**config.mk**
```make
export PLATFORM = sky130hd
export DESIGN_NAME = inband_reg_bank_flat
export DESIGN_NICKNAME = d
export VERILOG_FILES = /design/src/rtl/inband_reg_bank_if.sv /design/src/rtl/inband_reg_bank.sv /design/src/flat_wrapper.sv
export SDC_FILE = /design/constraint.sdc
export NUM_CORES = 2
export LEC_CHECK = 0
export BUFFER_PORTS_ARGS = -buffer_cell sky130_fd_sc_hd__buf_2
export CAP_MARGIN = 20
export CORE_AREA = 10 10 696 698
export DETAILED_ROUTE_END_ITERATION = 10
export DIE_AREA = 0 0 706 708
export GPL_ROUTABILITY_DRIVEN = 0
export HOLD_SLACK_MARGIN = 0.12
export PLACE_DENSITY = 0.3
export SYNTH_ARGS = -nofsm -noshare
export SYNTH_HDL_FRONTEND = slang
export SYNTH_SLANG_ARGS = --single-unit
```
**constraint.sdc**
```tcl
create_clock -name clk -period 6.7 [get_ports clk]
set_input_delay 0.335 -clock clk [delete_from_list [all_inputs] [get_ports clk]]
set_output_delay 0.335 -clock clk [all_outputs]
set_load 0.01 [all_outputs]
```
**src/rtl/inband_reg_bank_if.sv**
```systemverilog
// ============================================================================
// Module      : inband_reg_bank_if
// Description : Request/response handshake bundle for the inband register bank.
// Revision    : 1.0 - initial release
// ============================================================================
`default_nettype none

interface inband_reg_bank_if #(
    parameter int DW = 32,
    parameter int AW = 7
);
    logic              req_valid;
    logic              req_write;
    logic [AW-1:0]     req_addr;
    logic [DW-1:0]     req_data;
    logic [DW/8-1:0]   req_be;
    logic              req_ready;
    logic              resp_valid;
    logic [DW-1:0]     resp_data;
    logic              resp_err;

    modport master (
        output req_valid, req_write, req_addr, req_data, req_be,
        input  req_ready, resp_valid, resp_data, resp_err
    );

    modport slave (
        input  req_valid, req_write, req_addr, req_data, req_be,
        output req_ready, resp_valid, resp_data, resp_err
    );
endinterface

`default_nettype wire

```
**src/rtl/inband_reg_bank.sv**
```systemverilog
// ============================================================================
// Module      : inband_reg_bank
// Description : Register-access engine: RO status bundle reads, byte-masked
//               local registers, setting-bus write mirror, registered responses.
// Revision    : 1.0 - initial release
// ============================================================================
`default_nettype none

module inband_reg_bank #(
    parameter int            DW         = 32,
    parameter int            AW         = 7,
    parameter int            NUM_RO     = 44,
    parameter int            LOCAL_BASE = 50,
    parameter int            NUM_LOCAL  = 8,
    parameter logic [DW-1:0] RESET_VAL  = '0
) (
    input  wire logic                    clk,
    input  wire logic                    reset,
    inband_reg_bank_if.slave             bus,
    input  wire logic [NUM_RO*DW-1:0]    ro_bundle,
    output logic [NUM_LOCAL*DW-1:0]      local_regs,
    output logic [AW-1:0]                addr_wr,
    output logic [DW-1:0]                data_wr,
    output logic                         strobe_wr,
    output logic [15:0]                  debugbus
);

    localparam int       c_NB     = DW / 8;
    localparam logic     S_IDLE   = 1'b0;
    localparam logic     S_BUSY   = 1'b1;

    logic                r_state;
    logic                w_state_nxt;
    logic                w_ready;
    logic                w_accept;

    logic                w_ro_hit;
    logic [DW-1:0]       w_ro_word;
    logic [NUM_LOCAL-1:0] w_loc_hit;
    logic [DW-1:0]       w_loc_word;

    logic                r_resp_valid;
    logic [DW-1:0]       r_resp_data;
    logic                r_resp_err;
    logic                r_strobe;
    logic [AW-1:0]       r_addr_wr;
    logic [DW-1:0]       r_data_wr;

    logic [DW-1:0]       r_local [NUM_LOCAL];

    assign w_accept = bus.req_valid & w_ready;

    always_ff @(posedge clk) begin
        if (!reset) begin
            r_state <= S_IDLE;
        end else begin
            r_state <= w_state_nxt;
        end
    end

    always_comb begin
        w_state_nxt = r_state;
        case (r_state)
            S_IDLE:  if (w_accept) w_state_nxt = S_BUSY;
            S_BUSY:  w_state_nxt = S_IDLE;
            default: w_state_nxt = S_IDLE;
        endcase
    end

    always_comb begin
        w_ready = (r_state == S_IDLE);
    end

    // Address decode: one-hot compare against every mapped word.
    always_comb begin
        w_ro_hit   = 1'b0;
        w_ro_word  = '0;
        w_loc_hit  = '0;
        w_loc_word = '0;
        for (int i = 0; i < NUM_RO; i++) begin
            if (bus.req_addr == AW'(i)) begin
                w_ro_hit  = 1'b1;
                w_ro_word = ro_bundle[i*DW +: DW];
            end
        end
        for (int i = 0; i < NUM_LOCAL; i++) begin
            if (bus.req_addr == AW'(LOCAL_BASE + i)) begin
                w_loc_hit[i] = 1'b1;
                w_loc_word   = r_local[i];
            end
        end
    end

    always_ff @(posedge clk) begin
        if (!reset) begin
            r_resp_valid <= 1'b0;
            r_resp_data  <= '0;
            r_resp_err   <= 1'b0;
            r_strobe     <= 1'b0;
            r_addr_wr    <= '0;
            r_data_wr    <= '0;
        end else begin
            r_resp_valid <= 1'b0;
            r_strobe     <= 1'b0;
            if (w_accept) begin
                r_resp_valid <= 1'b1;
                if (bus.req_write) begin
                    r_resp_data <= '0;
                    r_resp_err  <= 1'b0;
                    r_strobe    <= 1'b1;
                    r_addr_wr   <= bus.req_addr;
                    r_data_wr   <= bus.req_data;
                end else if (w_ro_hit) begin
                    r_resp_data <= w_ro_word;
                    r_resp_err  <= 1'b0;
                end else if (|w_loc_hit) begin
                    r_resp_data <= w_loc_word;
                    r_resp_err  <= 1'b0;
                end else begin
                    r_resp_data <= '1;
                    r_resp_err  <= 1'b1;
                end
            end
        end
    end

    generate
        for (genvar gi = 0; gi < NUM_LOCAL; gi++) begin : g_local
            always_ff @(posedge clk) begin
                if (!reset) begin
                    r_local[gi] <= RESET_VAL;
                end else if (w_accept && bus.req_write && w_loc_hit[gi]) begin
                    for (int b = 0; b < c_NB; b++) begin
                        if (bus.req_be[b]) begin
                            r_local[gi][b*8 +: 8] <= bus.req_data[b*8 +: 8];
                        end
                    end
                end
            end
            assign local_regs[gi*DW +: DW] = r_local[gi];
        end
    endgenerate

    assign bus.req_ready  = w_ready;
    assign bus.resp_valid = r_resp_valid;
    assign bus.resp_data  = r_resp_data;
    assign bus.resp_err   = r_resp_err;
    assign addr_wr        = r_addr_wr;
    assign data_wr        = r_data_wr;
    assign strobe_wr      = r_strobe;

    assign debugbus = {r_state, bus.req_valid, w_ready, bus.req_write, r_resp_valid,
                       r_resp_err, r_strobe, r_addr_wr[2:0], r_data_wr[5:0]};

endmodule

`default_nettype wire

```
**src/flat_wrapper.sv**
```systemverilog
// flat-port wrapper written by rule: the top's interface ports become plain ports
module inband_reg_bank_flat 
#(
    parameter int            DW         = 32,
    parameter int            AW         = 7,
    parameter int            NUM_RO     = 44,
    parameter int            LOCAL_BASE = 50,
    parameter int            NUM_LOCAL  = 8,
    parameter logic [DW-1:0] RESET_VAL  = '0
)
  (clk, reset, ro_bundle, local_regs, addr_wr, data_wr, strobe_wr, debugbus, bus_req_valid, bus_req_write, bus_req_addr, bus_req_data, bus_req_be, bus_req_ready, bus_resp_valid, bus_resp_data, bus_resp_err);
  inband_reg_bank_if #(.DW(DW), .AW(AW)) bus_i ();
  input  wire logic clk;
  input  wire logic reset;
  input  wire logic [NUM_RO*DW-1:0] ro_bundle;
  output logic [NUM_LOCAL*DW-1:0] local_regs;
  output logic [AW-1:0] addr_wr;
  output logic [DW-1:0] data_wr;
  output logic strobe_wr;
  output logic [15:0] debugbus;
  input wire logic [$bits(bus_i.req_valid)-1:0] bus_req_valid;
  input wire logic [$bits(bus_i.req_write)-1:0] bus_req_write;
  input wire logic [$bits(bus_i.req_addr)-1:0] bus_req_addr;
  input wire logic [$bits(bus_i.req_data)-1:0] bus_req_data;
  input wire logic [$bits(bus_i.req_be)-1:0] bus_req_be;
  output wire logic [$bits(bus_i.req_ready)-1:0] bus_req_ready;
  output wire logic [$bits(bus_i.resp_valid)-1:0] bus_resp_valid;
  output wire logic [$bits(bus_i.resp_data)-1:0] bus_resp_data;
  output wire logic [$bits(bus_i.resp_err)-1:0] bus_resp_err;
  assign bus_i.req_valid = bus_req_valid;
  assign bus_i.req_write = bus_req_write;
  assign bus_i.req_addr = bus_req_addr;
  assign bus_i.req_data = bus_req_data;
  assign bus_i.req_be = bus_req_be;
  assign bus_req_ready = bus_i.req_ready;
  assign bus_resp_valid = bus_i.resp_valid;
  assign bus_resp_data = bus_i.resp_data;
  assign bus_resp_err = bus_i.resp_err;
  inband_reg_bank #(.DW(DW), .AW(AW), .NUM_RO(NUM_RO), .LOCAL_BASE(LOCAL_BASE), .NUM_LOCAL(NUM_LOCAL), .RESET_VAL(RESET_VAL)) u_core (.clk(clk), .reset(reset), .bus(bus_i), .ro_bundle(ro_bundle), .local_regs(local_regs), .addr_wr(addr_wr), .data_wr(data_wr), .strobe_wr(strobe_wr), .debugbus(debugbus));
endmodule
```
==> impl_results.md <==
- Hold Vio Cnt, Final: 0
- Post-synthesis sequential area ratio: 0.3401
- Layout overhead on the synthesized area: 78.16%
- Vias in the first global route: 41.33k
- Largest net degree at the start of global routing: 54
- CTS tree: yes
- Reg area: 9189 sq um
- Footprint of the multi-input gates: 16910 sq um
- Kind of critical path: primary input to flip-flop
- Pre-antenna DRT Iters: 6
- Synthesis-stage register bit count: 331
- Setup TNS: 0 ns
- CTS max path bufs: 3
- Synth Flop Type: edfxtp_1
- Measured slew at the worst slew-check pin: 1.369 ns
- Leak: 0.01816 uW
- CP startpoint kind: primary input
- CP Cell Sequence: buf_2 > nand3b_1 > buf_4 > nor2_2 > buf_8 > o211ai_1 > a31oi_1 > o21ai_1 > or3b_1 > o21ai_0
- Adder-Cell Fraction of Synth Area: 0
- Die ar.: 499800 sq um
- Mux contribution to synthesized area: 0.04386
- Top cell type's share of synthesized area: 0.2845
- Post-Syn Instances: 3178
- Clk Latency, worst-skew pair: 0.73 ns
- Hold Crit Class: primary input to flip-flop
- Core area: 470100 sq um
- Dominant cell type by area after synthesis: edfxtp_1
- FF-to-FF End: u_core.r_local[0][16]
- # setup viols final: 0
- Power consumption: 7659 uW
- Post-Syn Area per Cell: 8.501 sq um
- GRT Total Usage: 0.2316
- Post-DR vias/cell: 3.717
- DRC Markers: 0
- Syn_nets: 4633
- Synth Area in XOR/XNOR: 0.0003242
- CP top delay family: simple AND/OR/NAND/NOR gates
- GRT Residual Overflow: 0
- Slew Limit Headroom: 0.07744
- Count leader, synth: nand2_1
- Hold EP: u_core.r_local[0][101]
- Slowest stage cell, crit path: a31oi_1
- Top Metal Used: met5
- DRT Wirelength: 611300 um
- EDFF count, synth: 256
- Worst EP required: 7.34 ns
- Iter 0 DRT Violations: 4979
- Synth top cells by count: nand2_1 (346), and2_1 (262), edfxtp_1 (256)
- Clock sinks: 331
- Fin. max-slew vios: 0
- Synthesis warning total: 0
- Wire length on met2: 302000 um
- Tcrit/Tclk final: 0.7126
- CP Capture Type: flip-flop
- M1 WL: 242200 um
- Cell count of the worst hold path: 2
- CTS buffer count: 51
- WL per Instance: 52.79 um
- I/O pins: 1802
- Vias: 43.04k
- Syn Std Cell Area: 27020 sq um
- Asr flop ratio synth: 0
- Dpl hpwl: 535700 um
- Layout cells sized above 1: 0.4622
- Hold_sp: bus_req_data[5]
- Layout Skew: 0.03310 ns
- Critical Path Fanout Max: 15
- Synth area leaders: edfxtp_1 (28%), and2_1 (6.1%), a22oi_1 (5.9%), dfxtp_1 (5.6%), nand2_1 (4.8%)
- Wire length on met3: 44880 um
- CP Buf/Inv Count: 3
- Status: finished, final reports clean
- Setup Buffers After CTS: 0
- R2r startpoint: u_core.r_state
- RSZ-0062 raised after global routing: no
- Clock-pin slew on the worst setup and hold paths: 0.06 ns
- Die height: 708 um
- Post-synth cell types: 101
- R2R setup slack: 2.33 ns
- Htree depth: 2
- Global-route wire length before repair: 708300 um
- Final net count: 6526
- Row count: 252
- Area fraction in and, or, nand and nor cells after synthesis: 0.2198
- Compound-gate portion of the synthesized area: 0.3367
- Resize count post-CTS: 0
- Period minus WS final: 4.774 ns
- Worst Reg2Reg Path Length in Cells: 6
- Initial Util: 0.05747
- PwrDens: 159.1 nW/um^2
- Number of fill cells in the layout: 55.03k
- Crit-path max cell delay: 0.92 ns
- Worst Path Arrival: 5.41 ns
- Root Driver: clkbuf_16
- IO Port Bufs: 1801
- Fmax: 209.5 MHz
- Max cap viols: 0
- Initial antenna violation count: 500
- Die width: 706 um
- Remaining antenna violation count: 0
- Crit path depth: 10
- Worst vdd ir: 0.1978 mV
- Largest family of logic cells by synthesized area: compound AO/OA/AOI/OAI gates
[power by group]
group | total (uW) | switching [uW] | internal [uW]
sequential | 2400 | 114 | 2290
combinational | 2460 | 1760 | 704
clock | 2800 | 1290 | 1510
total | 7660 | 3160 | 4500
[how the worst max path moves through the flow]
stage                               start                       end  slack, ns
final                     bus_req_addr[4]  u_core.bus.resp_data[27]       1.93
after floorplan           bus_req_addr[0]  u_core.bus.resp_data[25]       4.28
after global placement    bus_req_addr[4]  u_core.bus.resp_data[27]       0.54
after global routing      bus_req_addr[4]  u_core.bus.resp_data[27]       1.95
after detailed placement  bus_req_addr[4]  u_core.bus.resp_data[27]       1.13
after CTS                 bus_req_addr[4]  u_core.bus.resp_data[27]       1.96
[layout make-up]
type | instances | share of cell area
clock inverter | 27 | 0.005277
antenna | 246 | 0.01279
multi-input combinational | 2536 | 0.3514
timing repair buffer | 2141 | 0.2488
inverter | 10 | 0.0009618
tap | 6223 | 0.1618
sequential | 331 | 0.1909
clock buffer | 67 | 0.02818
[timing repair]
item                                    in CTS  in global routing
hold endpoints to repair                   204                  0
hold buffers                                63                  0
endpoints found under the setup margin       0                  0
[worst reg2reg max path, stage by stage (launching register included)]
cell,delay [ns]
dfxtp_1,0.35
nor2b_1,0.82
nand2_4,0.79
nor2_1,0.48
nand2_1,0.48
nor2_1,1.05
and2_1,0.26
[cell usage in the layout (no fill, tap or decap), types with 12 or more instances in the layout]
| cell type | count |
|---|---|
| buf_2 | 1800 |
| edfxtp_1 | 256 |
| nor3_1 | 31 |
| a32oi_1 | 16 |
| a21oi_1 | 250 |
| nor2b_1 | 24 |
| a22oi_1 | 213 |
| mux4_2 | 17 |
| buf_12 | 13 |
| mux2_2 | 33 |
| a221o_1 | 30 |
| clkbuf_16 | 51 |
| a31oi_1 | 43 |
| a211oi_1 | 22 |
| dfxtp_1 | 75 |
| nor2_2 | 13 |
| o221ai_1 | 40 |
| nor2_4 | 28 |
| nor2_1 | 185 |
| buf_4 | 252 |
| a22o_1 | 52 |
| o211ai_1 | 41 |
| nand2_1 | 339 |
| a221oi_1 | 103 |
| o22ai_1 | 62 |
| o21ai_1 | 21 |
| dlygate4sd3_1 | 63 |
| o21ai_0 | 195 |
| and2_1 | 261 |
| o31ai_1 | 12 |
| clkbuf_1 | 14 |
| and3_1 | 25 |
| nand3_1 | 69 |
| a222oi_1 | 29 |
| nand4_1 | 20 |
| diode_2 | 246 |
| o21a_1 | 13 |
| mux2i_1 | 42 |
| a21o_1 | 15 |
| nand2b_1 | 13 |
[per-layer routing]
layer  vias to the layer above  GRT usage
li1                      16610          -
met1                     22340     0.2717
met2                      3101     0.4130
met3                       868    0.06300
met4                       128    0.06186
met5                         -          0
[stage by stage]
| stage | hold WS (ns) | setup slack [ns] | instances | util | cell area, sq um |
|---|---|---|---|---|---|
| finish | 0.1823 | 1.926 | 11580 | 0.1024 | 48130 |
| floorplan | 0.4710 | 4.281 | 3178 | - | 27020 |
| CTS | 0.1215 | 1.962 | 11340 | 0.1011 | 47520 |
| global route | 0.1519 | 1.949 | 11420 | 0.1015 | 47730 |
| detailed placement | 0.4453 | 1.132 | 11180 | 0.09631 | 45280 |
| global placement | 0.4492 | 0.5383 | 11150 | 0.09575 | 45010 |
[kinds of logic (layout without fill, tap and decap cells)]
family | count (synthesis) | in the layout
simple gates | 1139 | 1139
xor+xnor | 1 | 1
mux | 93 | 93
other cells | 0 | 246
compound gates | 1303 | 1303
buf+inv | 311 | 2245
flops | 331 | 331
[sequential cells by signal (all words and copies together), names as in the netlist]
register,count
u_core.bus.resp_valid,1
u_core.bus.resp_err,1
u_core.strobe_wr,1
u_core.bus.resp_data,32
u_core.data_wr,32
u_core.r_state,1
u_core.addr_wr,7
u_core.r_local,256
Note: power is estimated with default switching activity, not from simulation.
